<file path="src/rtl/uart_rx_fifo.sv">
// Receive-side FWFT byte buffer behind the UART receiver.
// Tracks level, full/empty/almost-full status and a sticky overflow flag.
module uart_rx_fifo #(
    parameter int DBIT      = 8,
    parameter int ADDR_W    = 4,
    parameter int AF_THRESH = 12
) (
    input  logic              clk,
    input  logic              reset,
    input  logic              rx_done_tick,
    input  logic [DBIT-1:0]   din,
    input  logic              rd,
    input  logic              ovf_clr,
    output logic [DBIT-1:0]   dout,
    output logic              empty,
    output logic              full,
    output logic              almost_full,
    output logic [ADDR_W:0]   level,
    output logic              overflow
);

    localparam int DEPTH = 2 ** ADDR_W;
    localparam logic [ADDR_W:0] FULL_LVL = (ADDR_W + 1)'(DEPTH);
    localparam logic [ADDR_W:0] AF_LVL   = (ADDR_W + 1)'(AF_THRESH);

    logic [DBIT-1:0]   mem [DEPTH];
    logic [ADDR_W-1:0] wr_ptr;
    logic [ADDR_W-1:0] rd_ptr;
    logic              rd_ok;
    logic              we;
    logic              drop;

    assign empty       = (level == '0);
    assign full        = (level == FULL_LVL);
    assign almost_full = (level >= AF_LVL);
    assign dout        = mem[rd_ptr];

    // A pop in the same cycle frees a slot, so a full FIFO still accepts.
    assign rd_ok = rd & ~empty;
    assign we    = rx_done_tick & (~full | rd_ok);
    assign drop  = rx_done_tick & ~we;

    always_ff @(posedge clk or posedge reset) begin
        if (reset) begin
            for (int i = 0; i < DEPTH; i++) begin
                mem[i] <= '0;
            end
            wr_ptr   <= '0;
            rd_ptr   <= '0;
            level    <= '0;
            overflow <= 1'b0;
        end else begin
            if (we) begin
                mem[wr_ptr] <= din;
                wr_ptr      <= wr_ptr + ADDR_W'(1);
            end
            if (rd_ok) begin
                rd_ptr <= rd_ptr + ADDR_W'(1);
            end
            unique case ({we, rd_ok})
                2'b10:   level <= level + (ADDR_W + 1)'(1);
                2'b01:   level <= level - (ADDR_W + 1)'(1);
                default: level <= level;
            endcase
            // A drop in the same cycle as a clear keeps the flag set.
            if (drop) begin
                overflow <= 1'b1;
            end else if (ovf_clr) begin
                overflow <= 1'b0;
            end
        end
    end

endmodule

</file>
<file path="config.mk">
export PLATFORM = sky130hd
export DESIGN_NAME = uart_rx_fifo
export DESIGN_NICKNAME = d
export VERILOG_FILES = /design/src/rtl/uart_rx_fifo.sv
export SDC_FILE = /design/constraint.sdc
export NUM_CORES = 1
export LEC_CHECK = 0
export ABC_AREA = 1
export BUFFER_PORTS_ARGS = -buffer_cell sky130_fd_sc_hd__buf_2
export CAP_MARGIN = 20
export CELL_PAD_IN_SITES_DETAIL_PLACEMENT = 1
export CELL_PAD_IN_SITES_GLOBAL_PLACEMENT = 1
export CORE_UTILIZATION = 46
export DETAILED_ROUTE_END_ITERATION = 16
export GPL_ROUTABILITY_DRIVEN = 0
export PLACE_DENSITY_LB_ADDON = 0.08
export SLEW_MARGIN = 10
export SYNTH_ARGS = -nofsm -noshare
export SYNTH_HDL_FRONTEND = slang
export SYNTH_SLANG_ARGS = --single-unit
</file>
<file path="constraint.sdc">
create_clock -name clk -period 5.7 [get_ports clk]
set_input_delay 1.14 -clock clk [delete_from_list [all_inputs] [get_ports clk]]
set_output_delay 1.14 -clock clk [all_outputs]
set_load 0.1 [all_outputs]
</file>
-- Word level (Yosys, flattened, before mapping)
Cells that the tools add are included.
- output and inout bits: 17
- bits in registers: 142
- input bits: 13
- logic and storage cells: 53
- eq/ne operators: 3
- bitwise gates (word level): 9
- magnitude comparators: 4
- muxes and demuxes: 9
- add/sub/neg operators: 4
- reduce and logical (&&, ||, !) cells: 4
- operators by type and width (kind ; count):
    $bwmux W128 ; 1
    $bmux W8 S4 ; 1
    $demux W8 S4 ; 1
    $mux W8 ; 3
    $ge A5 B5 Y1 const B ; 2
    $not A4 Y5 ; 2
    $pmux W5 S2 ; 1
    $add A4 B1 Y4 const B ; 2
    $add A5 B1 Y5 const B ; 1
    $eq A5 B5 Y1 const B ; 1
    $ge A5 B4 Y1 const B ; 1
    $logic_not A5 Y1 ; 1
    $lt A5 B1 Y1 const B ; 1
    $sub A5 B1 Y5 const B ; 1
    $reduce_bool A2 Y1 ; 2
    $and A1 B1 Y1 ; 3
    $not A1 Y1 ; 3
    $eq A2 B1 Y1 const B ; 1
    $eq A2 B2 Y1 const B ; 1
    $mux W1 ; 2
    $logic_and A1 B1 Y1 ; 1
    $or A1 B1 Y1 ; 1

-- Depth between registers and ports, before layout
Gate-level depths: netlist (run 1).
- depth in word-level cells: 8
- depth in mapped cells: 12
- mapped depth without buffers: 12

-- Worst setup path before layout (run 1)
No wires, ideal clock.
- kind: register to output
- start: register level[4]
- end: output full
- cell stages (with the launch flop): 3
- setup slack: 2.058 ns
- required time: 4.560 ns
- path buffers: 0
- arrival time: 2.502 ns
- path through: dfrtp_1 > inv_1 > nor2_1
- word-level cells in the longest chain between the ends: 1
- ends and longest elaborated chain (item ; line ; text):
    from (decl) ; 18 ; output logic [ADDR_W:0] level,
    from (signal assigned) ; 61 ; 2'b10: level <= level + (ADDR_W + 1)'(1);
    from (signal assigned) ; 62 ; 2'b01: level <= level - (ADDR_W + 1)'(1);
    from (signal assigned) ; 63 ; default: level <= level;
    $eq A5 B5 Y1 ; 34 ; assign full = (level == FULL_LVL);
    to (decl) ; 16 ; output logic full,
No other way between the ends.

-- Worst setup path in the final report (run 1)
- start: register rd_ptr[2]
- end: output dout[3]
- word-level cells in the longest chain between the ends: 4
- ends and longest elaborated chain (item ; line ; text):
    from (decl) ; 28 ; logic [ADDR_W-1:0] rd_ptr;
    from (signal assigned) ; 58 ; rd_ptr <= rd_ptr + ADDR_W'(1);
    $not A4 Y5 (not written as such) ; 36 ; assign dout = mem[rd_ptr];
    $bmux W8 S4 ; 36 ;
    $mux W8 (not written as such) (2 in series) ; 36 ;
    to (decl) ; 14 ; output logic [DBIT-1:0] dout,
No other way between the ends. The select of a mux whose other input is x is not followed.

==> qor.csv, run 1 <==
stage;metric;value;unit
run_status;outcome;complete, no violations;
yosys;FFs w/ async S/R, synth;1.00;
yosys;syn_nets;1109;
cells_and_area;Inserted Diodes;0;
routing;total number of vias;7298;
yosys;Synth Register Bits;142;
grt;initial antenna violation count;0;
clock_tree;root buffer cell;clkbuf_16;
power_and_ir_drop;total power;5.73;mW
cells_and_area;layout cells sized above 1;0.0879;
critical_path;crit-path cells;clkinv_1 -> nand3_1 -> nand3_1 -> nand2_1 -> buf_2;
power_and_ir_drop;pwr dens;663;nW/um^2
clock_tree;CTS max path bufs;2;
critical_path;Worst EP arrival;2.65;ns
timing;Setup Viol. Count Final;0;
critical_path;worst stage delay on the critical path;0.75;ns
grt;grt ovf;0;
yosys;Post-synth top cells;454 x nand2_1, 142 x dfrtp_1, 128 x nand4_1;
yosys;cell types occupying the most area after synthesis;dfrtp_1 45%, nand2_1 22%, nand4_1 10%, nand3_1 7.1%, inv_1 5.5%;
yosys;top-area cell type share of the netlist area;0.452;
clock_tree;worst skew pair latency;0.42;ns
routing;routed length per instance;20.2;um
timing;Final min period;3.79;ns
grt;first-pass GRT wire length;42100;um
critical_path;CP endpoint kind;output port;
timing;RSZ-0062 raised after global routing;false;
timing;Fin. Hold Viols;0;
routing;Post-route DRC;0;
routing;WL final;26300;um
critical_path;Worst Path Max Fanout;19;
clock_tree;Clock transition at path regs;0.06;ns
routing;antenna viol nets, final;0;
routing;vias per cell;5.61;
critical_path;Max stage delay cell, worst path;dfrtp_1;
timing;final setup skew;0.00650;ns
timing;period utilisation layout;0.666;
timing;Slew @ Worst Pin;1.02;ns
yosys;Mapped Cells;1086;
yosys;Post-synth EDFFs;0;
die;initial core utilization;0.473;
yosys;Yosys top cell by area;dfrtp_1;
yosys;Post-synth top flop;dfrtp_1;
clock_tree;post-CTS sizing;0;
die;Die ar.;17600;sq um
yosys;Mapped Avg Cell Area;7.24;sq um
yosys;sequential element share of the synthesized area;0.452;
yosys;yosys warns;0;
job;Max Cap Violations;0;
cells_and_area;Final #Nets;1092;
die;io pins;30;
clock_tree;H-tree Lvls;4;
timing;Slew Viols, Final;0;
cells_and_area;Layout area overhead;9.94;%
routing;drt pass-1 iters;5;
timing;setup TNS;0;ns
power_and_ir_drop;Static Leak;4.62;nW
clock_tree;CTS Buf Count;17;
placed_design;Port-buffer cells;29;
die;CORE AREA;16600;sq um
timing;Max Clock Freq;264;MHz
clock_tree;hold-fix buffers at CTS;0;
critical_path;most used cell, CP;nand3_1;
routing;initial DRC count;547;
cells_and_area;fin area;8650;sq um
grt;GRT Util Overall;0.319;
critical_path;Crit path required time;4.56;ns
placed_design;dpl hpwl;16600;um
critical_path;startpoint types;register;
grt;number of global-route vias before repair;7364;
grt;pin count of the biggest net entering global routing;145;
critical_path;Setup CP Type;register to output port;
die;Core Rows;47;
power_and_ir_drop;maximum vdd drop;0.495;mV
timing;max_slew headroom;0.322;
clock_tree;CTS tree;yes;
yosys;unique cell type count in the Yosys netlist;21;
clock_tree;post-CTS setup repair buffer count;0;
clock_tree;clk sinks;142;
yosys;Synth Cell Area;7870;sq um
die;Die X-Extent;133;um
hold_path;Hold Crit Class;register to register;
die;DIE HEIGHT;133;um
yosys;most common cell in the netlist;nand2_1;
placed_design;placed cell areas;8070;sq um
state kept, by name (all words and copies together), names as in the netlist:
signal    cells
mem         128
level         5
rd_ptr        4
wr_ptr        4
overflow      1
critical path, delay by kind of cell, from the launching register on:
kind | cells | cell delay (ns)
buf+inv | 2 | 1.01
flops | 1 | 0.75
simple gates | 3 | 0.46
cell type report:
class / count / area [sq um]
fill: 2130 / 7990
sequential: 142 / 3550
multi-input combinational: 754 / 3550
clock buffer: 25 / 495
inverter: 118 / 448
tap: 220 / 275
timing repair buffer: 36 / 238
clock inverter: 6 / 82.6
cell families after synthesis:
logic type | share of synthesized area
xor+xnor | 0.00779
buf+inv | 0.0964
simple gates | 0.421
flops | 0.452
fa+ha+maj | 0.0169
compound gates | 0.00636
through the flow:
step | instances | hold WS (ns) | setup slack, ns | util
3_3_place_gp | 1269 | 0.453 | 2.26 | 0.484
6_report | 1301 | 0.468 | 1.91 | 0.520
4_1_cts | 1301 | 0.473 | 1.93 | 0.520
2_1_floorplan | 1086 | 0.442 | 0.750 | -
5_1_grt | 1301 | 0.487 | 1.71 | 0.520
3_5_place_dp | 1270 | 0.458 | 2.41 | 0.485
routing by layer:
| metal | GRT usage | vias up | part of all wire |
|---|---|---|---|
| met4 | 0.153 | 0 | 0.039 |
| li1 | - | 3473 | - |
| met5 | 0 | - | 0 |
| met3 | 0.0418 | 50 | 0.040 |
| met2 | 0.523 | 165 | 0.49 |
| met1 | 0.418 | 3610 | 0.43 |
final timing paths:
kind | startpoint | end | slack, ns | cells after the start
min reg2reg | mem[30] | mem[30] | 0.47 | 2
max | rd_ptr[2] | dout[3] | 1.91 | 5
min | mem[30] | mem[30] | 0.47 | 2
min in group asynchronous | reset | mem[56] | 0.77 | 2
max in group asynchronous | reset | rd_ptr[0] | 3.88 | 3
max reg2reg | level[0] | level[4] | 3.24 | 12
placed cells by master (no fill, tap or decap):
| master | instances |
|---|---|
| inv_1 | 114 |
| clkinv_2 | 3 |
| xnor2_1 | 2 |
| clkbuf_16 | 17 |
| nand4_1 | 128 |
| nand2_2 | 1 |
| nand3_2 | 9 |
| nor2_1 | 4 |
| xor2_1 | 5 |
| inv_2 | 1 |
| nor2_2 | 18 |
| buf_12 | 3 |
| o21ai_0 | 6 |
| ha_1 | 9 |
| buf_2 | 28 |
| fa_1 | 1 |
| clkbuf_1 | 4 |
| dfrtp_1 | 141 |
| nand2_1 | 454 |
| a21oi_1 | 4 |
| nand4_4 | 1 |
| dfrtp_2 | 1 |
| nand3_1 | 112 |
| inv_6 | 1 |
| clkinv_1 | 2 |
| clkbuf_8 | 4 |
| buf_4 | 5 |
| clkinvlp_4 | 1 |
| bufinv_16 | 2 |
power by group:
group          internal [mW]  switching (mW)
registers               1.47           0.307
clock network          0.687           0.434
logic                  0.693            2.15
Note: power is estimated with default switching activity, not from simulation.
==> run 2, diff against run 1 <==
==> constraint.sdc (replaced) <==
create_clock -name clk -period 3.7 [get_ports clk]
set_input_delay 0.74 -clock clk [delete_from_list [all_inputs] [get_ports clk]]
set_output_delay 0.74 -clock clk [all_outputs]
set_load 0.1 [all_outputs]
==> run 2 against run 1 <==
Power rose by 59%. Worst hold slack got worse by 0.086 ns. Register-to-register slack got worse by 2.0 ns. Cell area rose by 1.7%. Die area did not move. Combinational power rose by 54%. Final cell count rose by 0.46%. Clock power rose by 76%. First-iteration DRC count fell by 14%. Highest routed layer unchanged.
==> qor.csv, run 2 (synthesized netlist as in run 1, its figures left out) <==
stage;metric;value;unit;change
job;Max Cap Violations;0;;unchanged
hold_path;Hold Crit Class;primary input to async pin;;
timing;Slew Viols, Final;0;;unchanged
timing;Setup Viol. Count Final;0;;unchanged
cells_and_area;Final #Nets;1097;;+0.46%
clock_tree;H-tree Lvls;4;;unchanged
power_and_ir_drop;total power;9.10;mW;+59%
grt;met3 Track Usage GR;0.0575;;+0.0157
cells_and_area;max reg flops;128;;unchanged
clock_tree;post-CTS sizing;0;;unchanged
critical_path;reg2reg path depth;12;;unchanged
timing;max_slew headroom;0.484;;+0.162
grt;initial antenna violation count;0;;unchanged
timing;setup TNS;0;ns;unchanged
grt;pin count of the biggest net entering global routing;145;;unchanged
die;io pins;30;;unchanged
cells_and_area;commonest cells after routing, fill and taps aside;454 x nand2_1, 141 x dfrtp_1, 128 x nand4_1;;
clock_tree;post-CTS setup repair buffer count;0;;unchanged
grt;M1 GR Usage;0.419;;+0.000601
routing;Post-route DRC;0;;unchanged
timing;final hold slack;0.382;ns;-0.0861 ns
cells_and_area;Inserted Diodes;0;;unchanged
timing;Fin. Hold Viols;0;;unchanged
die;Core Rows;47;;unchanged
critical_path;R2R Path End;level[4];;
critical_path;startpoint types;register;;
clock_tree;root buffer cell;clkbuf_16;;
die;DIE HEIGHT;133;um;unchanged
critical_path;CP top delay family;buffers and inverters;;
timing;Slew @ Worst Pin;0.775;ns;-0.241 ns
clock_tree;CTS max path bufs;2;;unchanged
timing;RSZ-0062 raised after global routing;false;;
routing;antenna viol nets, final;0;;unchanged
cells_and_area;Top reg by flops;mem;;
routing;WL final;26300;um;+0.19%
timing;Final min period;3.30;ns;
clock_tree;clk sinks;142;;unchanged
placed_design;DP Worst Slack;0.903;ns;-1.50 ns
placed_design;dpl hpwl;16700;um;+0.26%
grt;first-pass GRT wire length;42500;um;+0.89%
timing;Worst Slack Setup Final;0.401;ns;-1.50 ns
critical_path;R2R setup slack;1.24;ns;-2.00 ns
placed_design;placed insts;1275;;+0.39%
run_status;outcome;complete, no violations;;
power_and_ir_drop;Static Leak;4.68;nW;+1.3%
grt;met2 GRT Util;0.511;;-0.0120
cells_and_area;fillers;2138;;+0.38%
critical_path;Critical Path Stages;8;;+3
power_and_ir_drop;pwr dens;1040;nW/um^2;+56%
critical_path;worst stage delay on the critical path;0.52;ns;-0.23 ns
cells_and_area;Layout Utilization;0.528;;+0.00872
timing;period utilisation layout;0.892;;
critical_path;CP Buf/Inv Count;3;;+1
cells_and_area;Layout area overhead;11.8;%;
routing;vias per cell;5.70;;+1.7%
cells_and_area;Top Registers;mem (128), level (5);;
timing;Max Clock Freq;303;MHz;
grt;grt ovf;0;;unchanged
clock_tree;CTS tree;yes;;
critical_path;Crit path required time;2.96;ns;-1.60 ns
grt;GRT Util Overall;0.317;;-0.00164
critical_path;Setup CP Type;register to output port;;
grt;grt peak-use layer;met2;;
placed_design;placed cell areas;8120;sq um;+0.60%
routing;routed length per instance;20.2;um;-0.27%
die;Die X-Extent;133;um;unchanged
critical_path;CP endpoint kind;output port;;
critical_path;Worst EP arrival;2.56;ns;-0.09 ns
die;Die ar.;17600;sq um;unchanged
die;CORE AREA;16600;sq um;unchanged
routing;initial DRC count;473;;-14%
timing;final setup skew;0.0109;ns;+0.00442 ns
power_and_ir_drop;maximum vdd drop;0.940;mV;+90%
cells_and_area;Finished Layout Cells;1307;;+0.46%
cells_and_area;layout cells sized above 1;0.0966;;+0.00871
cells_and_area;most common cell after layout, fill and taps aside;nand2_1;;
routing;total number of vias;7454;;+2.1%
grt;number of global-route vias before repair;7583;;+3.0%
placed_design;Port-buffer cells;29;;unchanged
critical_path;crit-path cells;inv_2 -> buf_4 -> nand2_1 -> nand3_1 -> nand3_1 -> nand3_1 -> nand2_1 -> buf_2;;
critical_path;FF-to-FF Start;level[0];;
critical_path;Max stage delay cell, worst path;inv_2;;
clock_tree;Clock transition at path regs;0.07;ns;about the same
clock_tree;hold-fix buffers at CTS;0;;unchanged
critical_path;Worst Path Max Fanout;33;;+14
clock_tree;CTS Buf Count;17;;unchanged
cells_and_area;fin area;8790;sq um;+1.7%
critical_path;most used cell, CP;nand3_1;;
routing;drt pass-1 iters;7;;+2
clock_tree;worst skew pair latency;0.43;ns;about the same
die;initial core utilization;0.473;;unchanged
## run 2: changes by cell type in the layout (fill, tap and decap cells not counted), sizes merged
cell,delta
bufinv,+3
buf,+5
clkinvlp,+3
clkbuf,-5
## run 2: power by group
group	switching, mW	internal [mW]
sequential	0.509	2.26
clock	0.709	1.26
combinational	3.28	1.09
## run 2: worst max path at each step
stage	start	end
2_1_floorplan	level[4]	full
3_3_place_gp	rd_ptr[0]	dout[5]
3_5_place_dp	rd_ptr[0]	dout[1]
4_1_cts	rd_ptr[0]	dout[1]
5_1_grt	rd_ptr[0]	dout[1]
6_report	rd_ptr[0]	dout[1]
## run 2: cell type report
type,instances,area [sq um],share of cell area
clock inverters,12,208,0.0236
clock buffers,20,467,0.0531
multi-input cells,754,3550,0.404
inverters,118,447,0.0508
well taps,220,275,0.0313
flip-flops and latches,142,3550,0.404
repair buffers,41,288,0.0327
## run 2: metal layers
metal / vias up / share of wire
li1: 3478 / -
met1: 3689 / 0.43
met2: 228 / 0.47
met3: 59 / 0.057
met4: 0 / 0.038
met5: - / 0
==> run 3, diff against run 2 <==
--- a/config.mk
+++ b/config.mk
@@ -10,7 +10,8 @@
 export CAP_MARGIN = 20
 export CELL_PAD_IN_SITES_DETAIL_PLACEMENT = 1
 export CELL_PAD_IN_SITES_GLOBAL_PLACEMENT = 1
-export CORE_UTILIZATION = 46
+export CORE_UTILIZATION = 47
+export CTS_BUF_LIST = sky130_fd_sc_hd__clkbuf_2
 export DETAILED_ROUTE_END_ITERATION = 16
 export GPL_ROUTABILITY_DRIVEN = 0
 export PLACE_DENSITY_LB_ADDON = 0.08
==> run 3 against run 2 <==
Clock skew rose by 0.018 ns. Combinational power rose by 3%. Register-to-register slack got worse by 0.05 ns. Final cell count fell by 0.23%. Worst hold slack got worse by 0.20 ns. Via count fell by 3.6%. Clock power fell by 56%. Routed wire length fell by 7.5%. Largest cell class unchanged.
==> qor.csv, run 3 (synthesized netlist as in run 1, its figures left out) <==
stage;metric;value;unit;change
cells_and_area;max reg flops;128;;unchanged
timing;final setup skew;0.0286;ns;+0.0176 ns
grt;GRT Util Overall;0.298;;-0.0190
die;DIE HEIGHT;131;um;-1.1%
cells_and_area;Top Registers;mem (128), level (5);;
clock_tree;H-tree Lvls;4;;unchanged
timing;Fin. Hold Viols;0;;unchanged
timing;Final min period;3.39;ns;+0.0959 ns
cells_and_area;Top reg by flops;mem;;
cells_and_area;Finished Layout Cells;1304;;-0.23%
critical_path;CP endpoint kind;output port;;
cells_and_area;Layout area overhead;6.82;%;
power_and_ir_drop;total power;8.18;mW;-10%
power_and_ir_drop;sequential share of power;0.342;;+0.038
timing;Slew @ Worst Pin;0.840;ns;+0.0653 ns
grt;first-pass GRT wire length;39900;um;-6.1%
cells_and_area;most common cell after layout, fill and taps aside;nand2_1;;
cells_and_area;Reg area;3560;sq um;about the same
cells_and_area;Layout Utilization;0.521;;-0.00695
routing;drt pass-1 iters;5;;-2
routing;Post-route DRC;0;;unchanged
critical_path;Setup CP Type;register to output port;;
critical_path;startpoint types;register;;
routing;antenna viol nets, final;0;;unchanged
critical_path;Worst EP arrival;2.65;ns;+0.09 ns
cells_and_area;fin area;8400;sq um;-4.4%
power_and_ir_drop;maximum vdd drop;0.953;mV;+1.3%
clock_tree;hold-fix buffers at CTS;0;;unchanged
grt;initial antenna violation count;1;;+1
timing;period utilisation layout;0.917;;+0.0259
cells_and_area;fillers;2099;;-1.8%
timing;setup TNS;0;ns;unchanged
grt;number of global-route vias before repair;7276;;-4.0%
cells_and_area;Final #Nets;1098;;+0.091%
power_and_ir_drop;Comb pwr share;0.553;;+0.073
grt;grt ovf;0;;unchanged
die;CORE AREA;16100;sq um;-3.2%
cells_and_area;commonest cells after routing, fill and taps aside;454 x nand2_1, 141 x dfrtp_1, 128 x nand4_1;;
routing;initial DRC count;561;;+19%
timing;RSZ-0062 raised after global routing;false;;
clock_tree;root buffer cell;clkbuf_2;;
critical_path;Worst Path Max Fanout;18;;-45%
clock_tree;worst skew pair latency;0.72;ns;+0.29 ns
clock_tree;CTS tree;yes;;
timing;max_slew headroom;0.440;;-0.0435
power_and_ir_drop;P_int;3.88;mW;-16%
critical_path;Crit path required time;2.96;ns;about the same
power_and_ir_drop;Psw;4.30;mW;-4.4%
power_and_ir_drop;Static Leak;4.53;nW;-3.3%
clock_tree;CTS Buf Count;17;;unchanged
grt;pin count of the biggest net entering global routing;145;;unchanged
die;Die ar.;17300;sq um;-2.1%
placed_design;placed insts;1271;;-0.31%
die;Core Rows;46;;-2.1%
power_and_ir_drop;Sw Ratio;0.525;;+0.0316
routing;WL final;24400;um;-7.5%
job;Max Cap Violations;0;;unchanged
timing;Slew Viols, Final;0;;unchanged
run_status;outcome;complete, no violations;;
die;Die X-Extent;131;um;-1.1%
routing;vias per cell;5.51;;-3.3%
power_and_ir_drop;pwr dens;974;nW/um^2;-5.9%
placed_design;placed cell areas;8180;sq um;+0.74%
die;initial core utilization;0.488;;+0.0154
timing;Max Clock Freq;295;MHz;-2.8%
clock_tree;Clock transition at path regs;0.20;ns;+0.13 ns
critical_path;R2R setup slack;1.19;ns;-0.05 ns
cells_and_area;layout cells sized above 1;0.0929;;-0.00368
hold_path;Hold Crit Class;primary input to async pin;;
clock_tree;CTS max path bufs;2;;unchanged
power_and_ir_drop;Clock power frac;0.106;;-0.110
cells_and_area;area of the multi-input gates;3550;sq um;unchanged
timing;Setup Viol. Count Final;0;;unchanged
routing;total number of vias;7188;;-3.6%
placed_design;Port-buffer cells;29;;unchanged
routing;routed length per instance;18.7;um;-7.3%
die;io pins;30;;unchanged
clock_tree;clk sinks;142;;unchanged
placed_design;dpl hpwl;15600;um;-6.4%
==> run 3: final cells by class <==
class	count	share of cell area
inverters	118	0.0535
multi-input cells	754	0.423
clock buffers	20	0.0119
clock inverters	11	0.0119
diodes	1	0.000298
well taps	216	0.0322
flip-flops and latches	142	0.423
repair buffers	42	0.0439
==> run 3: power by group through the flow <==
stage / sequential [mW] / combinational, mW / clock [mW]
after floorplan: 2.80 / 3.17 / 0
after global placement: 2.81 / 4.40 / 0
after detailed placement: 2.83 / 4.48 / 0
after CTS: 2.80 / 4.49 / 0.883
after global routing: 2.88 / 4.98 / 0.946
final: 2.79 / 4.52 / 0.865
==> run 3: per-layer routing <==
layer	vias to the layer above	track usage	routed length, um
li1	3476	-	-
met3	41	0.0529	975
met1	3530	0.410	11200
met4	0	0.0924	559
met5	-	0	0
met2	141	0.479	11600
==> run 3: worst paths after layout <==
| check | from | end | depth (start not counted) |
|---|---|---|---|
| max | rd_ptr[0] | dout[7] | 9 |
| min | reset | mem[42] | 3 |
| max reg2reg | level[0] | level[4] | 12 |
| min reg2reg | mem[64] | mem[64] | 2 |
| max in group asynchronous | reset | rd_ptr[0] | 3 |
| min in group clk | ovf_clr | overflow | 2 |
==> run 3: metrics by stage <==
stage          hold slack (ns)  setup WS, ns
5_1_grt                  0.129         0.105
3_3_place_gp             0.455         0.842
3_5_place_dp             0.458         0.779
2_1_floorplan            0.442         0.458
6_report                 0.186         0.306
4_1_cts                  0.124        0.0322
==> run 3: timing repair <==
| action | CTS | global route |
|---|---|---|
| gates resized for setup | 1 | 4 |
| setup endpoints to repair | 1 | 4 |
| setup buffers | 0 | 1 |
| pin swaps | 0 | 0 |
==> run 3: critical path, stage by stage (launching register included) <==
cell	delay, ns
dfrtp_4	0.64
inv_4	0.20
buf_4	0.24
nand2_1	0.08
nand2_1	0.07
nand2_1	0.05
nand3_1	0.08
nand3_1	0.13
nand2_1	0.13
clkbuf_4	0.34
